$ cat src/rtl/buffer_pkg.sv
// Shared types for the multi-flow buffer: flow ids, scheduler states and default sizing.
package buffer_pkg;
   localparam int FLOW_ID_W = 3;
   localparam int NUM_FLOWS = 2 ** FLOW_ID_W;
   localparam int PKT_CNT_W = 8;

   typedef logic [FLOW_ID_W-1:0] flow_id_t;

   typedef enum logic [1:0] {
      S_IDLE,
      S_OFFER,
      S_BUSY
   } sched_state_e;
endpackage

$ cat src/rtl/rr_pick.sv
// Winner select among eligible flows: rotating priority from a start index, or fixed
// lowest-index priority when FLOW_SCHED_STRICT_PRIO_EN is defined (start is then ignored).
module rr_pick #(
   parameter int NUM_FLOWS = 8,
   parameter int IDX_W     = $clog2(NUM_FLOWS)
) (
   input  logic [NUM_FLOWS-1:0] eligible,
   input  logic [IDX_W-1:0]     start,
   output logic [NUM_FLOWS-1:0] winner_onehot,
   output logic [IDX_W-1:0]     winner_idx,
   output logic                 found
);

`ifdef FLOW_SCHED_STRICT_PRIO_EN
   always_comb begin
      winner_idx = '0;
      found      = 1'b0;
      for (int i = NUM_FLOWS - 1; i >= 0; i--) begin
         if (eligible[i]) begin
            winner_idx = IDX_W'(i);
            found      = 1'b1;
         end
      end
   end
`else
   logic [IDX_W-1:0] probe;

   // Scan from the far end back toward start so the closest eligible flow is written last.
   always_comb begin
      winner_idx = '0;
      found      = 1'b0;
      probe      = '0;
      for (int k = NUM_FLOWS - 1; k >= 0; k--) begin
         probe = start + IDX_W'(k);
         if (eligible[probe]) begin
            winner_idx = probe;
            found      = 1'b1;
         end
      end
   end
`endif

   assign winner_onehot = found ? (NUM_FLOWS'(1) << winner_idx) : '0;

endmodule

$ cat src/rtl/flow_rr_scheduler.sv
// Packet-level read scheduler: per-flow pending-packet counters, round-robin grant to the read
// engine held until pkt_done. Define FLOW_SCHED_STRICT_PRIO_EN for lowest-index-wins priority.
//
//   state   | meaning
//   S_IDLE  | no grant outstanding; offer the next eligible flow
//   S_OFFER | sel_valid high, sel_flow held until sel_ready
//   S_BUSY  | grant accepted, read engine draining the packet until pkt_done
module flow_rr_scheduler
   import buffer_pkg::*;
#(
   parameter  int FLOWS_W = FLOW_ID_W,
   parameter  int CNT_W   = PKT_CNT_W,
   localparam int N_FLOWS = 2 ** FLOWS_W
) (
   input  logic               clk,
   input  logic               rstn,
   input  logic               pkt_commit_valid,
   input  logic [FLOWS_W-1:0] pkt_commit_flow,
   input  logic [N_FLOWS-1:0] flow_enable,
   output logic               sel_valid,
   output logic [FLOWS_W-1:0] sel_flow,
   input  logic               sel_ready,
   input  logic               pkt_done,
   output logic               pending_any,
   output logic               overflow_err,
   output logic               underflow_err
);

   sched_state_e       state;
   sched_state_e       state_nxt;

   logic [CNT_W-1:0]   cnt     [N_FLOWS];
   logic [CNT_W-1:0]   cnt_nxt [N_FLOWS];
   logic [FLOWS_W-1:0] rr_ptr;
   logic [FLOWS_W-1:0] sel_flow_r;
   logic [N_FLOWS-1:0] sel_onehot;

   logic [N_FLOWS-1:0] eligible;
   logic [N_FLOWS-1:0] win_onehot;
   logic [FLOWS_W-1:0] win_idx;
   logic               win_found;

   logic [N_FLOWS-1:0] commit_hit;
   logic [N_FLOWS-1:0] release_hit;
   logic               load_grant;
   logic               accept;
   logic               ovf_hit;
   logic               any_nxt;

   // Arbitration sees registered counts, so a commit becomes eligible one cycle later.
   always_comb begin
      eligible = '0;
      for (int f = 0; f < N_FLOWS; f++) begin
         eligible[f] = (cnt[f] != '0) && flow_enable[f];
      end
   end

   rr_pick #(
      .NUM_FLOWS (N_FLOWS),
      .IDX_W     (FLOWS_W)
   ) u_pick (
      .eligible      (eligible),
      .start         (rr_ptr),
      .winner_onehot (win_onehot),
      .winner_idx    (win_idx),
      .found         (win_found)
   );

   always_ff @(posedge clk) begin
      if (!rstn) begin
         state <= S_IDLE;
      end else begin
         state <= state_nxt;
      end
   end

   always_comb begin
      state_nxt  = state;
      load_grant = 1'b0;
      accept     = 1'b0;
      case (state)
         S_IDLE: begin
            if (win_found) begin
               load_grant = 1'b1;
               state_nxt  = S_OFFER;
            end
         end
         S_OFFER: begin
            if (sel_ready) begin
               accept    = 1'b1;
               state_nxt = S_BUSY;
            end
         end
         S_BUSY: begin
            if (pkt_done) begin
               state_nxt = S_IDLE;
            end
         end
         default: state_nxt = S_IDLE;
      endcase
   end

   assign commit_hit  = pkt_commit_valid ? (N_FLOWS'(1) << pkt_commit_flow) : '0;
   assign release_hit = accept ? sel_onehot : '0;

   // A commit and a release on the same flow cancel, so a full counter does not flag overflow then.
   always_comb begin
      ovf_hit = 1'b0;
      any_nxt = 1'b0;
      for (int f = 0; f < N_FLOWS; f++) begin
         cnt_nxt[f] = cnt[f];
         if (commit_hit[f] && !release_hit[f]) begin
            if (&cnt[f]) begin
               ovf_hit = 1'b1;
            end else begin
               cnt_nxt[f] = cnt[f] + 1'b1;
            end
         end else if (release_hit[f] && !commit_hit[f]) begin
            cnt_nxt[f] = cnt[f] - 1'b1;
         end
         any_nxt = any_nxt | (cnt_nxt[f] != '0);
      end
   end

   always_ff @(posedge clk) begin
      if (!rstn) begin
         for (int f = 0; f < N_FLOWS; f++) begin
            cnt[f] <= '0;
         end
         rr_ptr        <= '0;
         sel_flow_r    <= '0;
         sel_onehot    <= '0;
         pending_any   <= 1'b0;
         overflow_err  <= 1'b0;
         underflow_err <= 1'b0;
      end else begin
         for (int f = 0; f < N_FLOWS; f++) begin
            cnt[f] <= cnt_nxt[f];
         end
         if (load_grant) begin
            sel_flow_r <= win_idx;
            sel_onehot <= win_onehot;
         end
`ifdef FLOW_SCHED_STRICT_PRIO_EN
         rr_ptr <= '0;
`else
         if (accept) begin
            rr_ptr <= sel_flow_r + 1'b1;
         end
`endif
         pending_any <= any_nxt;
         if (ovf_hit) begin
            overflow_err <= 1'b1;
         end
         if (pkt_done && (state != S_BUSY)) begin
            underflow_err <= 1'b1;
         end
      end
   end

   assign sel_valid = (state == S_OFFER);
   assign sel_flow  = sel_flow_r;

endmodule

$ cat config.mk
export PLATFORM = sky130hd
export DESIGN_NAME = flow_rr_scheduler
export DESIGN_NICKNAME = d
export VERILOG_FILES = /design/src/rtl/buffer_pkg.sv /design/src/rtl/rr_pick.sv /design/src/rtl/flow_rr_scheduler.sv
export SDC_FILE = /design/constraint.sdc
export NUM_CORES = 1
export LEC_CHECK = 0
export BUFFER_PORTS_ARGS = -buffer_cell sky130_fd_sc_hd__buf_2
export CAP_MARGIN = 0
export CORE_ASPECT_RATIO = 1.1
export CORE_MARGIN = 4
export CORE_UTILIZATION = 60
export DETAILED_ROUTE_END_ITERATION = 10
export GPL_TIMING_DRIVEN = 0
export PLACE_DENSITY_LB_ADDON = 0.1
export SYNTH_ARGS = -nofsm -noshare
export SYNTH_HDL_FRONTEND = slang
export SYNTH_SLANG_ARGS = --single-unit
$ cat constraint.sdc
create_clock -name clk -period 4.6 [get_ports clk]
set_input_delay 0.92 -clock clk [delete_from_list [all_inputs] [get_ports clk]]
set_output_delay 0.92 -clock clk [all_outputs]
set_load 0.01 [all_outputs]
==> flow_summary_export.csv, run 1 <==
group,metric,value,unit
yosys,seq_area_frac_synth,24.7,%
yosys,synthXorXnorAreaFrac,5.34,%
sta,clock.fmax,230,MHz
yosys,syn_area_per_cell,7.91,um^2
worst_setup_path,critPathMaxStageDelay,0.53,ns
yosys,ys_warn_count,0,
outcome,status,"finished clean",
routing,wl,19.9,mm
power,p_leak,2.88,nW
sta,tightest_slew,1.12,ns
sta,drv_slew,0,
sta,finalSetupViolations,0,
clock_tree,cts_tree,"yes",
die,std_cell_rows,40,
routing,dr.pass1.iters,5,
cells_and_area,final_common_cell,"dfxtp_1",
sta,rsz0062_at_grt,"no",
yosys,synth_top_flop_cell,"dfxtp_1",
worst_setup_path,crit_fanout,10,
routing,routedWlPerCell,19.3,um
place,hpwl,14.9,mm
worst_setup_path,cp.arrival,4.61,ns
power,finalPower,0.00303,W
yosys,synthesis.nets,890,
power,ir_worst_vdd,200,uV
yosys,synth_compound_area_share,23.2,%
cells_and_area,stdcell_count,1033,
sta,finalSetupTns,0,ns
sta,hold_violations,0,
global_route,gr-total-overflow,0,
worst_setup_path,end_kind,"flip-flop",
routing,ant_nets,0,
yosys,synth_top_family_by_area,"simple AND/OR/NAND/NOR gates",
sta,fin_crit_sh,94.7,%
place,placedCellCount,1017,
yosys,synth_cells,851,
yosys,muxShareOfSynthArea,5.50,%
job,cap_violations,0,
power,cellPowerDensity,415,nW/um^2
routing,viasPerCell,6.74,
routing,vias,6962,
worst_setup_path,r2r_cells,13,
worst_setup_path,path_cells,"inv_2, clkbuf_2, ha_1, clkbuf_1, clkbuf_2, clkbuf_1, o21ai_0, a22oi_1, a221oi_1, o31ai_1, a311oi_1, or2_2, a32o_1",
yosys,async_reset_ff_share,0,%
yosys,synth_enable_flop_cells,0,
die,initial_core_util,61.4,%
global_route,grt_first_pass_wirelength,32.0,mm
cells_and_area,final_nets,920,
sta,clock_skew,0.0122,ns
die,core-area,11000,um^2
yosys,yosys.area_share.simple,31.8,%
sta,slew_headroom,25.6,%
global_route,gr-usage-all-layers,30.8,%
hold_path,hp-class,"reg2reg",
routing,first_iter_violations,620,
clock_tree,clk_pin_slew_worst_paths,0.08,ns
clock_tree,h-tree-depth,3,
clock_tree,cts_buffers,9,
yosys,synth_area,6730,um^2
clock_tree,cts_post_setup_buffers_inserted,0,
die,die_h,119,um
cells_and_area,diodes,0,
clock_tree,insertion_delay,0.36,ns
die,dieArea,13000,um^2
clock_tree,cts-root-buf,"clkbuf_16",
worst_setup_path,crit_type,"reg2reg",
die,io_pins,23,
yosys,yosys.area_share.adder,4.28,%
global_route,grt_start_max_net_pins,19,
hold_path,hold_path_depth,2,
yosys,ys_ff_latch,83,
sta,finalCriticalPeriod,4.36,ns
global_route,grt_pass1_vias,6447,
global_route,antenna_found_initial,0,
clock_tree,clock_path_buffers,2,
worst_setup_path,crit_path_start_kind,"flip-flop",
clock_tree,cts_num_sinks,83,
cells_and_area,drive_above_1_share,9.48,%
cells_and_area,syn_to_final_growth,8.59,%
cells_and_area,fill_cells,970,
die,die_w,109,um
worst_setup_path,critPathSlowestCell,"dfxtp_1",
worst_setup_path,required,4.86,ns
yosys,synth_cell_type_count,81,
cells_and_area,final_cell_mix,"83 x dfxtp_1, 66 x nor2_1, 58 x and2_1",
routing,drc_errors,0,
place,gp_congestion,0.967,
place,portBuffers,19,
## logic make-up (layout without fill, tap and decap cells)
group / after synthesis / in the layout
simple gates: 379 / 379
compound gates: 216 / 216
buf+inv: 84 / 119
flops: 83 / 83
xor+xnor: 41 / 41
mux: 25 / 25
fa+ha+maj: 23 / 23
## where the power goes
part | internal [W] | switching, W | total (W)
Sequential | 0.000797 | 0.0000922 | 0.000889
Combinational | 0.000537 | 0.000866 | 0.00140
Clock | 0.000387 | 0.000355 | 0.000742
Total | 0.00172 | 0.00131 | 0.00303
## cells in the mapped netlist (11+ instances only)
library cell / instances / share of area [%]
o21ai_0: 31 / 2.3
xnor2_1: 33 / 4.3
a21oi_1: 40 / 3.0
nand3_1: 37 / 2.8
nand4_1: 14 / 1.3
a211oi_1: 11 / 1.2
dfxtp_1: 83 / 25
nand2_1: 45 / 2.5
and3_1: 25 / 2.3
o31ai_1: 12 / 1.3
nor3_1: 36 / 2.7
inv_1: 35 / 2.0
nor2_1: 66 / 3.7
nor4_1: 24 / 2.2
o22ai_1: 11 / 1.0
a31oi_1: 15 / 1.4
ha_1: 23 / 4.3
clkbuf_1: 32 / 1.8
and2_1: 58 / 5.4
mux2i_1: 13 / 1.9
## metal layers
metal	vias to the layer above	wire [um]	global-route usage [%]
met4	0	893	15.9
met2	316	9250	48.7
li1	3290	-	-
met1	3289	8300	39.3
met3	67	1460	6.12
met5	-	0	0
## what timing repair did
item,CTS,global route
setup endpoints to repair,0,8
gates resized for setup,0,3
hold buffers,0,0
## sequential cells by signal (all words and copies together) (netlist names)
name           count
pending_any        1
underflow_err      1
state              2
overflow_err       1
cnt               64
rr_ptr             3
sel_flow           3
sel_onehot         8
## worst max-delay path, delay by kind of cell, from the launching register on
family	cells	cell delay (ns)
AOI/OAI and AO/OA	6	1.50
and+or+nand+nor	1	0.38
buffers and inverters	5	1.49
DFF	1	0.53
adders and majority gates	1	0.33
## per-stage QoR
stage | setup slack (ns) | util (%) | cell area (um^2) | hold WS, ns
CTS | 0.186 | 66.6 | 7300 | 0.472
floorplan | 0.841 | - | 6730 | 0.435
finish | 0.245 | 66.7 | 7310 | 0.471
global placement | 0.144 | 63.9 | 7010 | 0.441
detailed placement | 0.0464 | 63.9 | 7010 | 0.461
global route | 0.0320 | 66.7 | 7310 | 0.492
## path summary, 6_finish.rpt
path | start | endpoint | slack, ns
setup / recovery | rr_ptr[0] | sel_onehot[6] | 0.24
hold / removal | sel_onehot[1] | sel_onehot[1] | 0.47
setup reg to reg | rr_ptr[0] | sel_onehot[6] | 0.24
hold reg to reg | sel_onehot[1] | sel_onehot[1] | 0.47
## area by class of cell
cell class              instances  area (um^2)  share of cell area [%]
clock inverters                 7         71.3                   0.976
multi-input cells             684         4720                    64.5
inverters                      37          139                    1.90
well taps                     147          184                    2.52
plain buffers                  47          215                    2.95
flip-flops and latches         83         1660                    22.7
repair buffers                 19         95.1                    1.30
clock buffers                   9          225                    3.08
No activity file was read; power rests on OpenSTA's default activity.
==> run 2: changes to the inputs <==
CORE_ASPECT_RATIO = 0.8   (was 1.1)
CORE_UTILIZATION = 57   (was 60)
clock period = 3.8 ns   (was 4.6 ns; I/O delays follow)
==> run 2 against run 1 <==
Net effect: combinational power up 30%; register-to-register slack worse by 0.16 ns; cell area up 1.7%; total power up 22%; critical endpoint is now sel_onehot[5]; non-clock buffer count up 2.
==> flow_summary_export.csv, run 2 (same netlist as run 1, synthesis figures left out) <==
group,metric,value,unit
clock_tree,cts_tree,"yes",
clock_tree,cts-root-buf,"clkbuf_16",
worst_setup_path,cp.arrival,3.96,ns
worst_setup_path,r2r_cells,10,
worst_setup_path,crit_fanout,9,
global_route,grt_start_max_net_pins,13,
clock_tree,insertion_delay,0.34,ns
cells_and_area,drive_above_1_share,12.3,%
sta,finalSetupViolations,0,
place,placedCellCount,1019,
sta,clock.fmax,269,MHz
cells_and_area,syn_to_final_growth,10.4,%
hold_path,hp-class,"reg2reg",
worst_setup_path,crit_path_end,"sel_onehot[5]",
place,portBuffers,19,
cells_and_area,largestRegisters,"cnt x64, sel_onehot x8",
cells_and_area,fill_cells,993,
cells_and_area,final_common_cell,"dfxtp_1",
cells_and_area,fin_area,7430,um^2
cells_and_area,largest_reg_flops,64,
clock_tree,clock_path_buffers,2,
global_route,antenna_found_initial,0,
sta,fin_crit_sh,97.8,%
clock_tree,hold_buffers,0,
clock_tree,clk_pin_slew_worst_paths,0.06,ns
power,ir_worst_vdd,349,uV
die,initial_core_util,58.4,%
cells_and_area,regMostFlops,"cnt",
worst_setup_path,crit_path_start_kind,"flip-flop",
routing,first_iter_violations,661,
routing,viasPerCell,6.79,
worst_setup_path,crit_start,"cnt[0][2]",
routing,ant_nets,0,
worst_setup_path,end_kind,"flip-flop",
routing,routedWlPerCell,20.1,um
clock_tree,h-tree-depth,3,
die,std_cell_rows,35,
global_route,gr-total-overflow,0,
sta,hold_violations,0,
routing,dr.pass1.iters,7,
die,die_h,105,um
worst_setup_path,r2r_start,"cnt[0][2]",
global_route,grt_pass1_vias,6333,
place,gp_congestion,0.960,
power,combinationalPowerShare,49.2,%
power,p_clk_share,21.6,%
sta,tightest_slew,0.877,ns
cells_and_area,diodes,0,
outcome,status,"finished clean",
power,swShare,42.3,%
routing,drc_errors,0,
global_route,grt_first_pass_wirelength,32.8,mm
place,post_dp_cell_area,7010,um^2
die,io_pins,23,
place,hpwl,15.5,mm
worst_setup_path,required,4.04,ns
job,cap_violations,0,
routing,wl,20.8,mm
clock_tree,cts_num_sinks,83,
cells_and_area,final_cell_mix,"82 x dfxtp_1, 64 x nor2_1, 58 x and2_1",
worst_setup_path,r2r-end,"sel_onehot[5]",
worst_setup_path,crit_type,"reg2reg",
power,cellPowerDensity,497,nW/um^2
cells_and_area,stdcell_count,1035,
power,p_sw,0.00156,W
power,p_seq_share,29.3,%
global_route,gr-usage-all-layers,30.2,%
sta,slew_headroom,41.6,%
routing,vias,7025,
die,core-area,11500,um^2
die,die_w,129,um
power,p_int,0.00213,W
sta,finalCriticalPeriod,3.72,ns
worst_setup_path,r2r_slack,0.08,ns
die,dieArea,13600,um^2
clock_tree,cts_buffers,9,
sta,drv_slew,0,
sta,clock_skew,0.00734,ns
cells_and_area,final_nets,922,
power,p_leak,2.93,nW
run 2: cell count changes in the layout (fill, tap and decap cells not counted), sizes merged:
cell / delta
inv: -6
buf: +3
clkbuf: +2
clkinv: +2
run 2: worst min path at each step:
| stage | from | to | slack, ns | cells past startpoint |
|---|---|---|---|---|
| 5_1_grt | sel_onehot[0] | sel_onehot[0] | 0.51 | 1 |
| 6_report | underflow_err | underflow_err | 0.46 | 2 |
| 3_5_place_dp | underflow_err | underflow_err | 0.45 | 2 |
| 3_3_place_gp | underflow_err | underflow_err | 0.45 | 2 |
| 4_1_cts | underflow_err | underflow_err | 0.46 | 2 |
| 2_1_floorplan | sel_onehot[6] | sel_onehot[6] | 0.43 | 1 |
run 2: critical path, stage by stage, from the launching register on:
cell and delay (ns):
dfxtp_1 0.31, buf_6 0.13, or4_4 0.54, o41ai_4 0.60, mux4_1 0.51, mux2i_1 0.25, a31oi_1 0.33, nor2_1 0.10
a211oi_2 0.35, o211ai_1 0.24, o31ai_1 0.27
run 2: power groups by stage:
stage | logic (W) | registers [W] | clock network [W]
after global placement | 0.00163 | 0.00109 | 0
after global routing | 0.00196 | 0.00109 | 0.000848
after detailed placement | 0.00165 | 0.00109 | 0
final | 0.00182 | 0.00108 | 0.000797
after CTS | 0.00172 | 0.00107 | 0.000810
after floorplan | 0.00124 | 0.00107 | 0
run 2: routing by layer:
| metal | up-vias | global-route usage [%] | part of all wire [%] |
|---|---|---|---|
| li1 | 3292 | - | - |
| met1 | 3300 | 43.7 | 44 |
| met2 | 390 | 44.6 | 43 |
| met3 | 43 | 7.05 | 11 |
| met4 | 0 | 9.27 | 2.8 |
| met5 | - | 0 | 0 |
run 2: what timing repair did:
action / CTS / global route
buffers inserted: 1 / 3
resized for setup: 14 / 21
pin swaps: 1 / 2
setup endpoints to repair: 13 / 12
endpoints found under the hold margin: 0 / 0
run 2: area by class of cell:
class / count / area, um^2 / share of cell area [%]
sequential: 83 / 1660 / 22.4
clock inverter: 3 / 15.0 / 0.202
tap: 148 / 185 / 2.49
inverter: 37 / 139 / 1.87
buffer: 44 / 223 / 3.00
timing repair buffer: 24 / 143 / 1.92
clock buffer: 12 / 246 / 3.32
multi-input combinational: 684 / 4810 / 64.8
run 2: through the flow:
stage	hold slack, ns	power [W]	setup slack, ns	util, %	setup TNS [ns]
6_report	0.461	0.00369	0.0817	64.5	0
5_1_grt	0.507	0.00390	-0.00306	64.5	-0.00306
4_1_cts	0.465	0.00360	0.00138	63.6	0
3_5_place_dp	0.450	0.00274	-0.636	60.9	-5.84
3_3_place_gp	0.445	0.00271	-0.572	60.9	-5.99
2_1_floorplan	0.435	0.00231	0.201	-	0
==> run 3: changes to the inputs <==
PLACE_DENSITY = 0.79   (was unset)
PLACE_DENSITY_LB_ADDON = unset   (was 0.1)
==> run 3 against run 2 <==
Net effect: register-to-register slack gained 0.05 ns; fmax increased by 1.3%; clock power rose by 8.9%; count of clock-buffer cells in the layout down 2; critical path depth up 1; largest power group unchanged.
==> flow_summary_export.csv, run 3 (same netlist as run 1, synthesis figures left out) <==
group,metric,value,unit
clock_tree,cts_tree,"yes",
cells_and_area,final_cell_mix,"81 x dfxtp_1, 64 x nor2_1, 58 x and2_1",
worst_setup_path,r2r_cells,11,
clock_tree,h-tree-depth,3,
clock_tree,clk_pin_slew_worst_paths,0.06,ns
cells_and_area,stdcell_count,1035,
clock_tree,cts_num_sinks,83,
sta,drv_slew,0,
hold_path,holdPathEnd,"sel_onehot[0]",
worst_setup_path,critical_path.top_delay_family,"compound AO/OA/AOI/OAI gates",
die,core-area,11500,um^2
global_route,grt_pass1_vias,6107,
cells_and_area,final_nets,921,
worst_setup_path,critPathMaxStageDelay,0.56,ns
die,die_h,105,um
sta,finalSetupTns,0,ns
routing,ant_nets,0,
power,p_leak,2.94,nW
sta,slew_headroom,21.7,%
worst_setup_path,crit_path_start_kind,"flip-flop",
routing,drc_errors,0,
global_route,gr-total-overflow,0,
job,cap_violations,0,
routing,vias,6926,
global_route,antenna_found_initial,0,
outcome,status,"finished clean",
sta,fin_crit_sh,96.6,%
die,initial_core_util,58.4,%
cells_and_area,register_area,1660,um^2
cells_and_area,diodes,0,
cells_and_area,multiInputGateArea,4840,um^2
routing,routedWlPerCell,19.0,um
die,std_cell_rows,35,
clock_tree,clock_path_buffers,2,
cells_and_area,final_common_cell,"dfxtp_1",
place,placedCellCount,1018,
sta,clock_skew,0.00458,ns
power,ir_worst_vdd,306,uV
worst_setup_path,end_kind,"flip-flop",
routing,viasPerCell,6.69,
sta,finalSetupViolations,0,
sta,finalCriticalPeriod,3.67,ns
place,pre_cts_slack,-0.676,ns
global_route,grt_start_max_net_pins,14,
place,hpwl,14.7,mm
routing,dr.pass1.iters,5,
cells_and_area,largest_reg_flops,64,
cells_and_area,syn_to_final_growth,11.1,%
worst_setup_path,crit_fanout,10,
worst_setup_path,required,4.01,ns
die,die_w,129,um
sta,hold_violations,0,
sta,worst_slack,0.130,ns
cells_and_area,drive_above_1_share,13.0,%
die,dieArea,13600,um^2
worst_setup_path,r2r-end,"sel_onehot[5]",
global_route,grt_first_pass_wirelength,31.9,mm
hold_path,hold_path_depth,1,
worst_setup_path,crit_type,"reg2reg",
clock_tree,cts_buffers,9,
cells_and_area,fill_cells,993,
worst_setup_path,r2r_start,"cnt[1][25]",
routing,first_iter_violations,829,
sta,rsz0062_at_grt,"no",
sta,clock.fmax,272,MHz
worst_setup_path,path_buf_inv,2,
worst_setup_path,path_cells,"inv_1, ha_1, or4b_4, o41ai_4, buf_6, mux2i_1, mux4_2, or2_4, o41a_1, o211ai_1, o31ai_1",
hold_path,hp-class,"reg2reg",
die,io_pins,23,
hold_path,worstHoldStart,"sel_onehot[0]",
sta,tightest_slew,1.14,ns
power,cellPowerDensity,507,nW/um^2
cells_and_area,regMostFlops,"cnt",
clock_tree,cts-root-buf,"clkbuf_16",
place,gp_congestion,0.989,
cells_and_area,fin_area,7480,um^2
worst_setup_path,cp.arrival,3.88,ns
clock_tree,insertion_delay,0.34,ns
worst_setup_path,r2r_slack,0.13,ns
routing,wl,19.7,mm
place,post_dp_cell_area,7010,um^2
cells_and_area,largestRegisters,"cnt x64, sel_onehot x8",
global_route,gr-usage-all-layers,29.1,%
place,portBuffers,19,
worst_setup_path,critPathSlowestCell,"mux4_2",
## run 3: how the worst max path moves through the flow
stage | cells past startpoint | to | from | slack (ns)
6_report | 11 | sel_onehot[5] | cnt[1][25] | 0.13
5_1_grt | 12 | sel_onehot[6] | rr_ptr[0] | 0.0006
4_1_cts | 11 | sel_onehot[5] | cnt[1][16] | 0.01
3_5_place_dp | 12 | pending_any | sel_ready | -0.68
3_3_place_gp | 12 | pending_any | sel_ready | -0.70
2_1_floorplan | 11 | pending_any | pkt_commit_flow[0] | 0.20
## run 3: layer usage
metal	GRT usage [%]	routed length (um)	share of wire (%)
met5	0	0	0
met4	9.12	330	1.7
met3	7.66	2200	11
met2	39.7	8340	42
met1	43.9	8820	45
## run 3: layout make-up
| cell class | count | share of cell area [%] |
|---|---|---|
| Tap cell | 148 | 2.48 |
| Sequential cell | 83 | 22.3 |
| Multi-Input combinational cell | 684 | 64.8 |
| Inverter | 37 | 1.86 |
| Timing Repair Buffer | 24 | 1.77 |
| Buffer | 43 | 2.94 |
| Clock buffer | 10 | 3.20 |
| Clock inverter | 6 | 0.736 |
## run 3: through the flow
| step | total power (W) | utilization [%] | hold slack (ns) |
|---|---|---|---|
| finish | 0.00379 | 64.9 | 0.466 |
| floorplan | 0.00231 | - | 0.435 |
| global route | 0.00400 | 64.9 | 0.495 |
| detailed placement | 0.00274 | 60.9 | 0.453 |
| global placement | 0.00271 | 60.9 | 0.450 |
| CTS | 0.00364 | 63.7 | 0.467 |
## run 3: repair_timing
item / in CTS / in global routing
pin swaps: 1 / 3
endpoints found under the setup margin: 13 / 13
hold buffers: 0 / 0
setup buffers: 1 / 4
gates resized for setup: 10 / 33
## run 3: power by group
group	switching [W]	internal, W	total (W)
combinational	0.00112	0.000724	0.00184
sequential	0.000118	0.000967	0.00108
clock	0.000347	0.000521	0.000868
